[src/rtl/stream_merge_multi_pkg.sv]
// Shared types for the N-channel packet merger: arbitration mode codes,
// merge FSM states and a small popcount helper for the drop counter.
package stream_merge_multi_pkg;

    localparam logic MERGE_RR       = 1'b0;
    localparam logic MERGE_PRIORITY = 1'b1;

    typedef enum logic {
        IDLE,
        LOCKED
    } mergeState_e;

    function automatic logic [4:0] popCount16(input logic [15:0] vec);
        logic [4:0] count;
        count = '0;
        for (int i = 0; i < 16; i++) begin
            count = count + {4'b0000, vec[i]};
        end
        return count;
    endfunction

endpackage

[src/rtl/stream_merge_multi_rr_select.sv]
// Combinational N-way winner select: round-robin from ptr+1 (wrapping
// modulo N) or fixed priority (lowest index), as one-hot plus index.
module rr_select
    import stream_merge_multi_pkg::*;
#(
    parameter int N  = 4,
    parameter int CW = 2
) (
    input  logic [N-1:0]  req_i,
    input  logic [CW-1:0] ptr_i,
    input  logic          mode_i,
    output logic [N-1:0]  oneHot_o,
    output logic [CW-1:0] index_o,
    output logic          found_o
);

    localparam logic [CW:0] NUM = (CW + 1)'(N);

    logic [CW:0] probe;

    // Both searches walk candidates in reverse so the preferred one is written last.
    always_comb begin
        oneHot_o = '0;
        index_o  = '0;
        found_o  = 1'b0;
        probe    = '0;
        if (mode_i == MERGE_PRIORITY) begin
            for (int i = N - 1; i >= 0; i--) begin
                if (req_i[i]) begin
                    index_o = CW'(i);
                    found_o = 1'b1;
                end
            end
        end else begin
            for (int k = N; k >= 1; k--) begin
                probe = {1'b0, ptr_i} + (CW + 1)'(k);
                if (probe >= NUM) begin
                    probe = probe - NUM;
                end
                if (req_i[probe[CW-1:0]]) begin
                    index_o = probe[CW-1:0];
                    found_o = 1'b1;
                end
            end
        end
        if (found_o) begin
            oneHot_o[index_o] = 1'b1;
        end
    end

endmodule

[src/rtl/stream_merge_multi.sv]
// N-channel SoP/EoP packet merger: whole packets granted atomically to one
// registered output stream; stray mid-packet beats are drained and counted.
module stream_merge_multi
    import stream_merge_multi_pkg::*;
#(
    parameter  int N     = 4,
    parameter  int WIDTH = 32,
    localparam int CW    = $clog2(N)
) (
    input  logic               ipClk,
    input  logic               Reset,
    input  logic               ipMode,
    input  logic [N-1:0]       ipSoP,
    input  logic [N-1:0]       ipEoP,
    input  logic [N*WIDTH-1:0] ipData,
    input  logic [N-1:0]       ipValid,
    output logic [N-1:0]       opReady,
    output logic               opSoP,
    output logic               opEoP,
    output logic [WIDTH-1:0]   opData,
    output logic               opValid,
    input  logic               ipReady,
    output logic [CW-1:0]      opChannel,
    output logic [15:0]        opDropCount
);

    mergeState_e      state_q, state_d;
    logic [CW-1:0]    grant_q, grant_d;
    logic [N-1:0]     grantOH_q, grantOH_d;
    logic [CW-1:0]    lastGrant_q, lastGrant_d;
    logic             opValid_q, opValid_d;
    logic             opSoP_q, opSoP_d;
    logic             opEoP_q, opEoP_d;
    logic [WIDTH-1:0] opData_q, opData_d;
    logic [CW-1:0]    opChannel_q, opChannel_d;
    logic [15:0]      dropCount_q, dropCount_d;

    logic             outAdvance, accept, grantValid, grantSoP, grantEoP;
    logic [N-1:0]     drainMask, idleReq, handReq;
    logic [WIDTH-1:0] selData;
    logic [16:0]      dropSum;
    logic [N-1:0]     idleOH, handOH;
    logic [CW-1:0]    idleIdx, handIdx;
    logic             idleFound, handFound;

    // grantOH_q is all-zero in IDLE, so it doubles as the "locked channel" mask.
    assign outAdvance = !opValid_q || ipReady;
    assign grantValid = |(ipValid & grantOH_q);
    assign grantSoP   = |(ipSoP & grantOH_q);
    assign grantEoP   = |(ipEoP & grantOH_q);
    assign accept     = (state_q == LOCKED) && grantValid && outAdvance;
    assign drainMask  = ipValid & ~ipSoP & ~grantOH_q;
    assign opReady    = drainMask | (grantOH_q & {N{outAdvance}});
    assign idleReq    = ipValid & ipSoP;
    assign handReq    = ipValid & ipSoP & ~grantOH_q;

    rr_select #(.N(N), .CW(CW)) idleArb (
        .req_i    (idleReq),
        .ptr_i    (lastGrant_q),
        .mode_i   (ipMode),
        .oneHot_o (idleOH),
        .index_o  (idleIdx),
        .found_o  (idleFound)
    );

    rr_select #(.N(N), .CW(CW)) handArb (
        .req_i    (handReq),
        .ptr_i    (lastGrant_q),
        .mode_i   (ipMode),
        .oneHot_o (handOH),
        .index_o  (handIdx),
        .found_o  (handFound)
    );

    always_comb begin
        selData = '0;
        for (int i = 0; i < N; i++) begin
            if (grant_q == CW'(i)) begin
                selData = ipData[i*WIDTH +: WIDTH];
            end
        end
    end

    // An accepted EoP re-arbitrates in the same cycle so packets run back to back.
    always_comb begin
        state_d     = state_q;
        grant_d     = grant_q;
        grantOH_d   = grantOH_q;
        lastGrant_d = lastGrant_q;
        case (state_q)
            IDLE: begin
                if (idleFound) begin
                    grant_d     = idleIdx;
                    grantOH_d   = idleOH;
                    lastGrant_d = idleIdx;
                    state_d     = LOCKED;
                end
            end
            LOCKED: begin
                if (accept && grantEoP) begin
                    if (handFound) begin
                        grant_d     = handIdx;
                        grantOH_d   = handOH;
                        lastGrant_d = handIdx;
                    end else begin
                        grantOH_d = '0;
                        state_d   = IDLE;
                    end
                end
            end
            default: begin
                grantOH_d = '0;
                state_d   = IDLE;
            end
        endcase
    end

    always_comb begin
        opValid_d   = opValid_q;
        opSoP_d     = opSoP_q;
        opEoP_d     = opEoP_q;
        opData_d    = opData_q;
        opChannel_d = opChannel_q;
        if (accept) begin
            opValid_d   = 1'b1;
            opSoP_d     = grantSoP;
            opEoP_d     = grantEoP;
            opData_d    = selData;
            opChannel_d = grant_q;
        end else if (ipReady) begin
            opValid_d = 1'b0;
        end
    end

    always_comb begin
        dropSum     = {1'b0, dropCount_q} + {12'b0, popCount16(16'(drainMask))};
        dropCount_d = dropSum[16] ? 16'hFFFF : dropSum[15:0];
    end

    always_ff @(posedge ipClk) begin
        if (Reset) begin
            state_q     <= IDLE;
            grant_q     <= '0;
            grantOH_q   <= '0;
            lastGrant_q <= CW'(N - 1);
            opValid_q   <= 1'b0;
            opSoP_q     <= 1'b0;
            opEoP_q     <= 1'b0;
            opData_q    <= '0;
            opChannel_q <= '0;
            dropCount_q <= '0;
        end else begin
            state_q     <= state_d;
            grant_q     <= grant_d;
            grantOH_q   <= grantOH_d;
            lastGrant_q <= lastGrant_d;
            opValid_q   <= opValid_d;
            opSoP_q     <= opSoP_d;
            opEoP_q     <= opEoP_d;
            opData_q    <= opData_d;
            opChannel_q <= opChannel_d;
            dropCount_q <= dropCount_d;
        end
    end

    assign opValid     = opValid_q;
    assign opSoP       = opSoP_q;
    assign opEoP       = opEoP_q;
    assign opData      = opData_q;
    assign opChannel   = opChannel_q;
    assign opDropCount = dropCount_q;

endmodule

[config.mk]
export PLATFORM = sky130hd
export DESIGN_NAME = stream_merge_multi
export DESIGN_NICKNAME = d
export VERILOG_FILES = /design/src/rtl/stream_merge_multi_pkg.sv /design/src/rtl/stream_merge_multi_rr_select.sv /design/src/rtl/stream_merge_multi.sv
export SDC_FILE = /design/constraint.sdc
export NUM_CORES = 1
export LEC_CHECK = 0
export CORE_ASPECT_RATIO = 2
export CORE_UTILIZATION = 35
export CTS_CLUSTER_SIZE = 16
export DETAILED_ROUTE_END_ITERATION = 8
export MAX_ROUTING_LAYER = met4
export PLACE_DENSITY = 0.77
export SYNTH_ARGS = -nofsm -noshare
export SYNTH_HDL_FRONTEND = slang
export SYNTH_SLANG_ARGS = --single-unit
[constraint.sdc]
create_clock -name ipClk -period 2.82 [get_ports ipClk]
set_input_delay 0.282 -clock ipClk [delete_from_list [all_inputs] [get_ports ipClk]]
set_output_delay 0.282 -clock ipClk [all_outputs]
set_load 0.01 [all_outputs]
==> flow_metrics.env, run 1 <==
export IMPL_cts_tree="built"
export IMPL_ys_async_sr_fraction_pct=0
export IMPL_worstHoldStart="opData[21]"
export IMPL_die_y_um=145
export IMPL_r2r_start="grantOH_q[2]"
export IMPL_r2r_end="opDropCount[11]"
export IMPL_clock_root_buffer="clkbuf_16"
export IMPL_worst_slew_pin_transition_ps=913
export IMPL_clk_latency_ps=330
export IMPL_min_delay_path_class="flip-flop to flip-flop"
export IMPL_placement_rows=51
export IMPL_cp_slowest_stage_delay_ps=490
export IMPL_min_to="opData[21]"
export IMPL_netlist_area_um2=3580
export IMPL_cp_arrival_ps=3010
export IMPL_power_per_cell_area_nw_per_um2=479
export IMPL_cts_made_buffers=9
export IMPL_grt_pass1_wl_um=19200
export IMPL_htree_num_levels=3
export IMPL_drt_drc_violations_left=0
export IMPL_yosys_area_share_simple_pct=18.8
export IMPL_cp_start_kind="flip-flop"
export IMPL_io_buffers=200
export IMPL_die_w_um=73.5
export IMPL_path_delay_family="adder cells"
export IMPL_die_area_um2=10700
export IMPL_synth_nets=536
export IMPL_rsz0062_at_grt="yes"
export IMPL_drtIter0Drc=186
export IMPL_register_area_um2=1240
export IMPL_drt_wirelength_per_cell_um=16.3
export IMPL_irDropWorstVdd_uv=413
export IMPL_cp_slowest_cell="fa_2"
export IMPL_crit_chain="or3b_4, fa_2, fa_2, inv_2, fa_2, nand3_4, nor3_4, nand4_1, buf_6, a21oi_2"
export IMPL_worstSetupPathType="flip-flop to flip-flop"
export IMPL_synthToLayoutAreaGrowth_pct=72.8
export IMPL_routed_wl_um=12000
export IMPL_grt_max_degree=45
export IMPL_holdPathStages=2
export IMPL_rrSetupSlack_ps=60
export IMPL_period_needed_ps=2760
export IMPL_synth_top_family_by_area="multiplexers"
export IMPL_drive_gt1_share_pct=17.2
export IMPL_p_leak_nw=2.22
export IMPL_dp_hpwl_um=9550
export IMPL_track_usage_pct=24.1
export IMPL_avgSynthCellArea_um2=9.23
export IMPL_vias=3864
export IMPL_synthFlopType="dfxtp_1"
export IMPL_yosys_top_cells_area="dfxtp_1 35%, mux4_2 20%, nand2_1 9.8%"
export IMPL_drv_cap=0
export IMPL_final_core_util_pct=62.9
export IMPL_syn_inst=388
export IMPL_coreArea_um2=9830
export IMPL_path_max_fanout=8
export IMPL_ant_nets=0
export IMPL_hold_violations=0
export IMPL_required_ps=3070
export IMPL_slew_headroom_pct=39.1
export IMPL_fin_area_um2=6190
export IMPL_fillerInstances=864
export IMPL_cts_buffer_depth=2
export IMPL_clk_pin_slew_ps=50
export IMPL_place_gp_congestion=0.812
export IMPL_vias_per_cell=5.26
export IMPL_setup_viol=0
export IMPL_synth_edf_count=0
export IMPL_ios=201
export IMPL_clock_sinks=62
export IMPL_overflow=0
export IMPL_status="finished clean"
export IMPL_yosysSeqAreaShare_pct=34.7
export IMPL_antenna_cells=0
export IMPL_fin_cells=735
export IMPL_crit_path_frequent_cell="fa_2"
export IMPL_final_net_count=746
export IMPL_path_buf_inv=2
export IMPL_tns_ps=0
export IMPL_ys_warn_count=0
export IMPL_crit_path_end_kind="flip-flop"
export IMPL_synth_top_area_share_pct=34.7
export IMPL_synthDistinctLibCells=56
export IMPL_maxSlewViolCount=0
export IMPL_dp_cells=716
export IMPL_antenna_found_initial=0
export IMPL_hold_worst_slack_ps=452
export IMPL_postPlaceCellArea_um2=5830
export IMPL_synthXorXnorAreaFrac_pct=2.45
export IMPL_initial_core_util_pct=36.4
export IMPL_firstDrtPassIters=4
export IMPL_skew_ps=8.86
export IMPL_synth_mux_area_share_pct=20.4
export IMPL_grt_pass1_vias=4110
export IMPL_fin_crit_sh_pct=98.0
export IMPL_yosys_area_top_type="dfxtp_1"
export IMPL_synth_fa_ha_area_share_pct=2.03
export IMPL_synth_compound_area_share_pct=17.5
export IMPL_timing_fmax_mhz=362
export IMPL_yosys_register_bits=62
export IMPL_r2r_cells=10
export IMPL_multi_input_area_um2=2280
## synthesized netlist by cell type, types with 4 or more instances
cell / n
nand3_1: 8
mux4_2: 32
and2_1: 4
clkbuf_1: 19
nand2_1: 93
nor2_1: 15
inv_1: 7
nand4_1: 5
dfxtp_1: 62
a21oi_1: 55
a22oi_1: 7
buf_2: 6
xor2_1: 7
## cell families after synthesis
kind of cell / Yosys count
fa+ha+maj: 4
buf+inv: 35
flops: 62
mux: 33
compound gates: 96
xor+xnor: 10
simple gates: 148
## tightest hold or removal path: stages (launching register included)
cell     delay, ps
dfxtp_1        300
nand2_1         50
a21oi_1         50
## routing by layer
metal | wire length, um | up-vias | GRT usage [%]
li1 | - | 1839 | -
met1 | 4000 | 1839 | 22.6
met2 | 7180 | 166 | 46.2
met3 | 520 | 20 | 3.13
met4 | 258 | 0 | 9.90
met5 | 0 | - | -
## power by group
group          internal [mW]  switching [mW]  leakage [nW]
Combinational          0.582           0.418          1.59
Sequential             0.951          0.0583         0.504
Clock                  0.590           0.365         0.130
## cells in the final DEF, fill, tap and decap left out, types with 2 or more instances in the layout
cell type        count
nand2_1             93
nand3_1              7
clkdlybuf4s50_1    195
nor2b_1              2
dlymetal6s2s_1       3
or3b_4               2
clkbuf_1             3
a21oi_1             44
nand2b_1             2
a211o_1              2
or3_1                2
and3_1               2
o31ai_1              2
nand3b_1             2
nor3_1               2
xnor2_1              3
mux4_2              32
and2_1               4
xor2_1               7
nand4_1              5
a22oi_1              7
a311oi_1             3
buf_4               25
dfxtp_1             61
fa_2                 3
a211oi_1             3
a31oi_1              3
clkbuf_16            9
clkinv_2             3
a21oi_2             10
inv_1                6
a21o_1               3
a311oi_2             3
nor2_1              14
buf_6                2
## flip-flops by register name (all words and copies together), names as in the netlist
register     count
opValid          1
opEoP            1
lastGrant_q      2
opDropCount     16
grant_q          2
opSoP            1
grantOH_q        4
state_q          1
opChannel        2
opData          32
## worst max-delay path by stage
| stage | startpoint | cells after the start | slack [ps] | to |
|---|---|---|---|---|
| 2_1_floorplan | grantOH_q[2] | 10 | 20 | opDropCount[4] |
| 3_3_place_gp | ipValid[2] | 11 | -390 | opDropCount[9] |
| 3_5_place_dp | ipValid[2] | 11 | -480 | opDropCount[12] |
| 4_1_cts | ipValid[2] | 11 | 5 | opDropCount[0] |
| 5_1_grt | grantOH_q[2] | 10 | -50 | opDropCount[11] |
| 6_report | grantOH_q[2] | 10 | 60 | opDropCount[11] |
## what timing repair did
| action | in CTS | in global routing |
|---|---|---|
| gates resized for setup | 9 | 12 |
| pin swaps | 4 | 10 |
| setup endpoints to repair | 15 | 12 |
| hold buffers | 0 | 0 |
| setup buffers | 2 | 1 |
## cell type report
cell class | count | area share [%]
repair buffers | 227 | 35.8
flip-flops and latches | 62 | 20.1
well taps | 132 | 2.67
inverters | 7 | 0.425
clock buffers | 12 | 3.82
clock inverters | 4 | 0.384
multi-input cells | 291 | 36.8
## through the flow
step                      worst slack [ps]  power, mW
final                                 57.7       2.96
after global placement                -388       1.98
after global routing                 -50.0       3.11
after floorplan                       21.8       1.53
after detailed placement              -478       2.01
after CTS                             5.00       2.99
Power figures use the tool's default switching activity.
==> run 2, diff against run 1 <==
CAP_MARGIN = 40   (was not set)
CORE_UTILIZATION = 41   (was 35)
PLACE_DENSITY = 0.85   (was 0.77)
clock period = 3.5 ns   (was 2.82 ns; I/O delays follow)
==> run 2 against run 1 <==
Compared with the run above: global-route usage grew 4.6 points; register-to-register slack gained 260 ps; utilization grew 9.6 points.
==> flow_metrics.env, run 2 (synthesis results as in run 1) <==
export IMPL_status="finished clean"
export IMPL_skew_ps=7.96
export IMPL_slew_headroom_pct=53.9
export IMPL_grt_max_degree=36
export IMPL_clock_sinks=62
export IMPL_drt_drc_violations_left=0
export IMPL_vias=3948
export IMPL_drv_cap=0
export IMPL_die_y_um=134
export IMPL_cts_made_buffers=9
export IMPL_tns_ps=0
export IMPL_layout_common_cells="199 x clkdlybuf4s50_1, 93 x nand2_1, 61 x dfxtp_1"
export IMPL_cp_slowest_cell="fa_1"
export IMPL_path_delay_family="adder cells"
export IMPL_placement_rows=47
export IMPL_hold_violations=0
export IMPL_postPlaceCellArea_um2=5720
export IMPL_cts_buffer_depth=2
export IMPL_p_leak_nw=2.15
export IMPL_cts_resized=0
export IMPL_firstDrtPassIters=4
export IMPL_final_net_count=734
export IMPL_setup_viol=0
export IMPL_crit_path_frequent_cell="fa_1"
export IMPL_fin_crit_sh_pct=93.3
export IMPL_irDropWorstVdd_uv=304
export IMPL_dpl_worst_slack_ps=-71.0
export IMPL_largest_reg_flops=32
export IMPL_holdPathStages=2
export IMPL_path_max_fanout=7
export IMPL_timing_fmax_mhz=306
export IMPL_fin_area_um2=6060
export IMPL_ant_nets=0
export IMPL_final_core_util_pct=72.6
export IMPL_dp_hpwl_um=9390
export IMPL_die_w_um=68.1
export IMPL_post_cts_buffers=0
export IMPL_overflow=0
export IMPL_path_buf_inv=3
export IMPL_io_buffers=200
export IMPL_coreArea_um2=8350
export IMPL_maxSlewViolCount=0
export IMPL_drtIter0Drc=242
export IMPL_required_ps=3750
export IMPL_drive_gt1_share_pct=13.2
export IMPL_worst_slew_pin_transition_ps=692
export IMPL_grt_pass1_vias=4068
export IMPL_min_to="opData[5]"
export IMPL_routed_wl_um=12000
export IMPL_place_gp_congestion=0.852
export IMPL_worstHoldStart="opData[5]"
export IMPL_grt_pass1_wl_um=18900
export IMPL_crit_path_end_kind="flip-flop"
export IMPL_rrSetupSlack_ps=320
export IMPL_period_needed_ps=3270
export IMPL_r2r_cells=10
export IMPL_r2r_end="opDropCount[9]"
export IMPL_cp_slowest_stage_delay_ps=520
export IMPL_htree_num_levels=3
export IMPL_total_power_mw=2.61
export IMPL_antenna_cells=0
export IMPL_layout_setup_ws_ps=233
export IMPL_vias_per_cell=5.73
export IMPL_drt_wirelength_per_cell_um=17.4
export IMPL_register_area_um2=1240
export IMPL_rsz0062_at_grt="no"
export IMPL_fillerInstances=631
export IMPL_cts_hold_fix_buffers=0
export IMPL_final_common_cell="clkdlybuf4s50_1"
export IMPL_initial_core_util_pct=42.9
export IMPL_die_area_um2=9130
export IMPL_crit_chain="clkdlybuf4s50_1, or3b_2, fa_1, fa_1, inv_1, fa_1, nand3_1, nor3_1, nand4_1, buf_4, a21oi_1"
export IMPL_synthToLayoutAreaGrowth_pct=69.3
export IMPL_clk_pin_slew_ps=50
export IMPL_cts_tree="built"
export IMPL_ios=201
export IMPL_track_usage_pct=28.7
export IMPL_power_per_cell_area_nw_per_um2=430
export IMPL_min_delay_path_class="flip-flop to flip-flop"
export IMPL_antenna_found_initial=0
export IMPL_cp_start_kind="primary input"
export IMPL_multi_input_area_um2=2200
export IMPL_r2r_start="grantOH_q[0]"
export IMPL_worstSetupPathType="primary input to flip-flop"
export IMPL_cp_arrival_ps=3520
export IMPL_clock_root_buffer="clkbuf_16"
export IMPL_clk_latency_ps=330
run 2: final cells by class:
| type | instances | share of cell area [%] |
|---|---|---|
| clock buffer | 9 | 3.72 |
| clock inverter | 7 | 1.98 |
| inverter | 7 | 0.434 |
| multi-input combinational | 291 | 36.3 |
| sequential | 62 | 20.5 |
| tap | 98 | 2.02 |
| timing repair buffer | 215 | 35.0 |
run 2: through the flow:
stage,instances,hold WS [ps]
floorplan,388,481
global placement,672,442
detailed placement,673,446
CTS,689,453
global route,689,466
finish,689,451
run 2: how the worst max path moves through the flow:
stage / startpoint / to / slack (ps) / cells after the start
6_report: ipValid[0] / opDropCount[9] / 230 / 11
4_1_cts: ipValid[0] / opDropCount[9] / 230 / 11
2_1_floorplan: grantOH_q[0] / opDropCount[4] / 410 / 10
3_5_place_dp: ipValid[0] / opDropCount[9] / -70 / 11
5_1_grt: ipValid[0] / opDropCount[9] / 30 / 11
3_3_place_gp: ipValid[0] / opDropCount[14] / 5 / 11
run 2: worst reg2reg max path, delay by kind of cell, from the launching register on:
family | cells | cell delay (ps)
AND/OR/NAND/NOR | 4 | 1160
adder cells (fa/ha/maj) | 3 | 1150
flip-flops | 1 | 370
buffers and inverters | 2 | 290
AO/OA/AOI/OAI | 1 | 140
run 2: power by group:
part | leakage (nW) | switching, mW | internal [mW]
combinational | 1.48 | 0.302 | 0.445
sequential | 0.504 | 0.0738 | 0.766
clock | 0.166 | 0.323 | 0.697
run 2: layer usage:
metal	up-vias	wire [um]	GRT usage, %
met4	0	581	16.9
met3	48	606	5.44
met1	1889	3960	28.1
met5	-	0	-
met2	192	6870	49.8
li1	1819	-	-
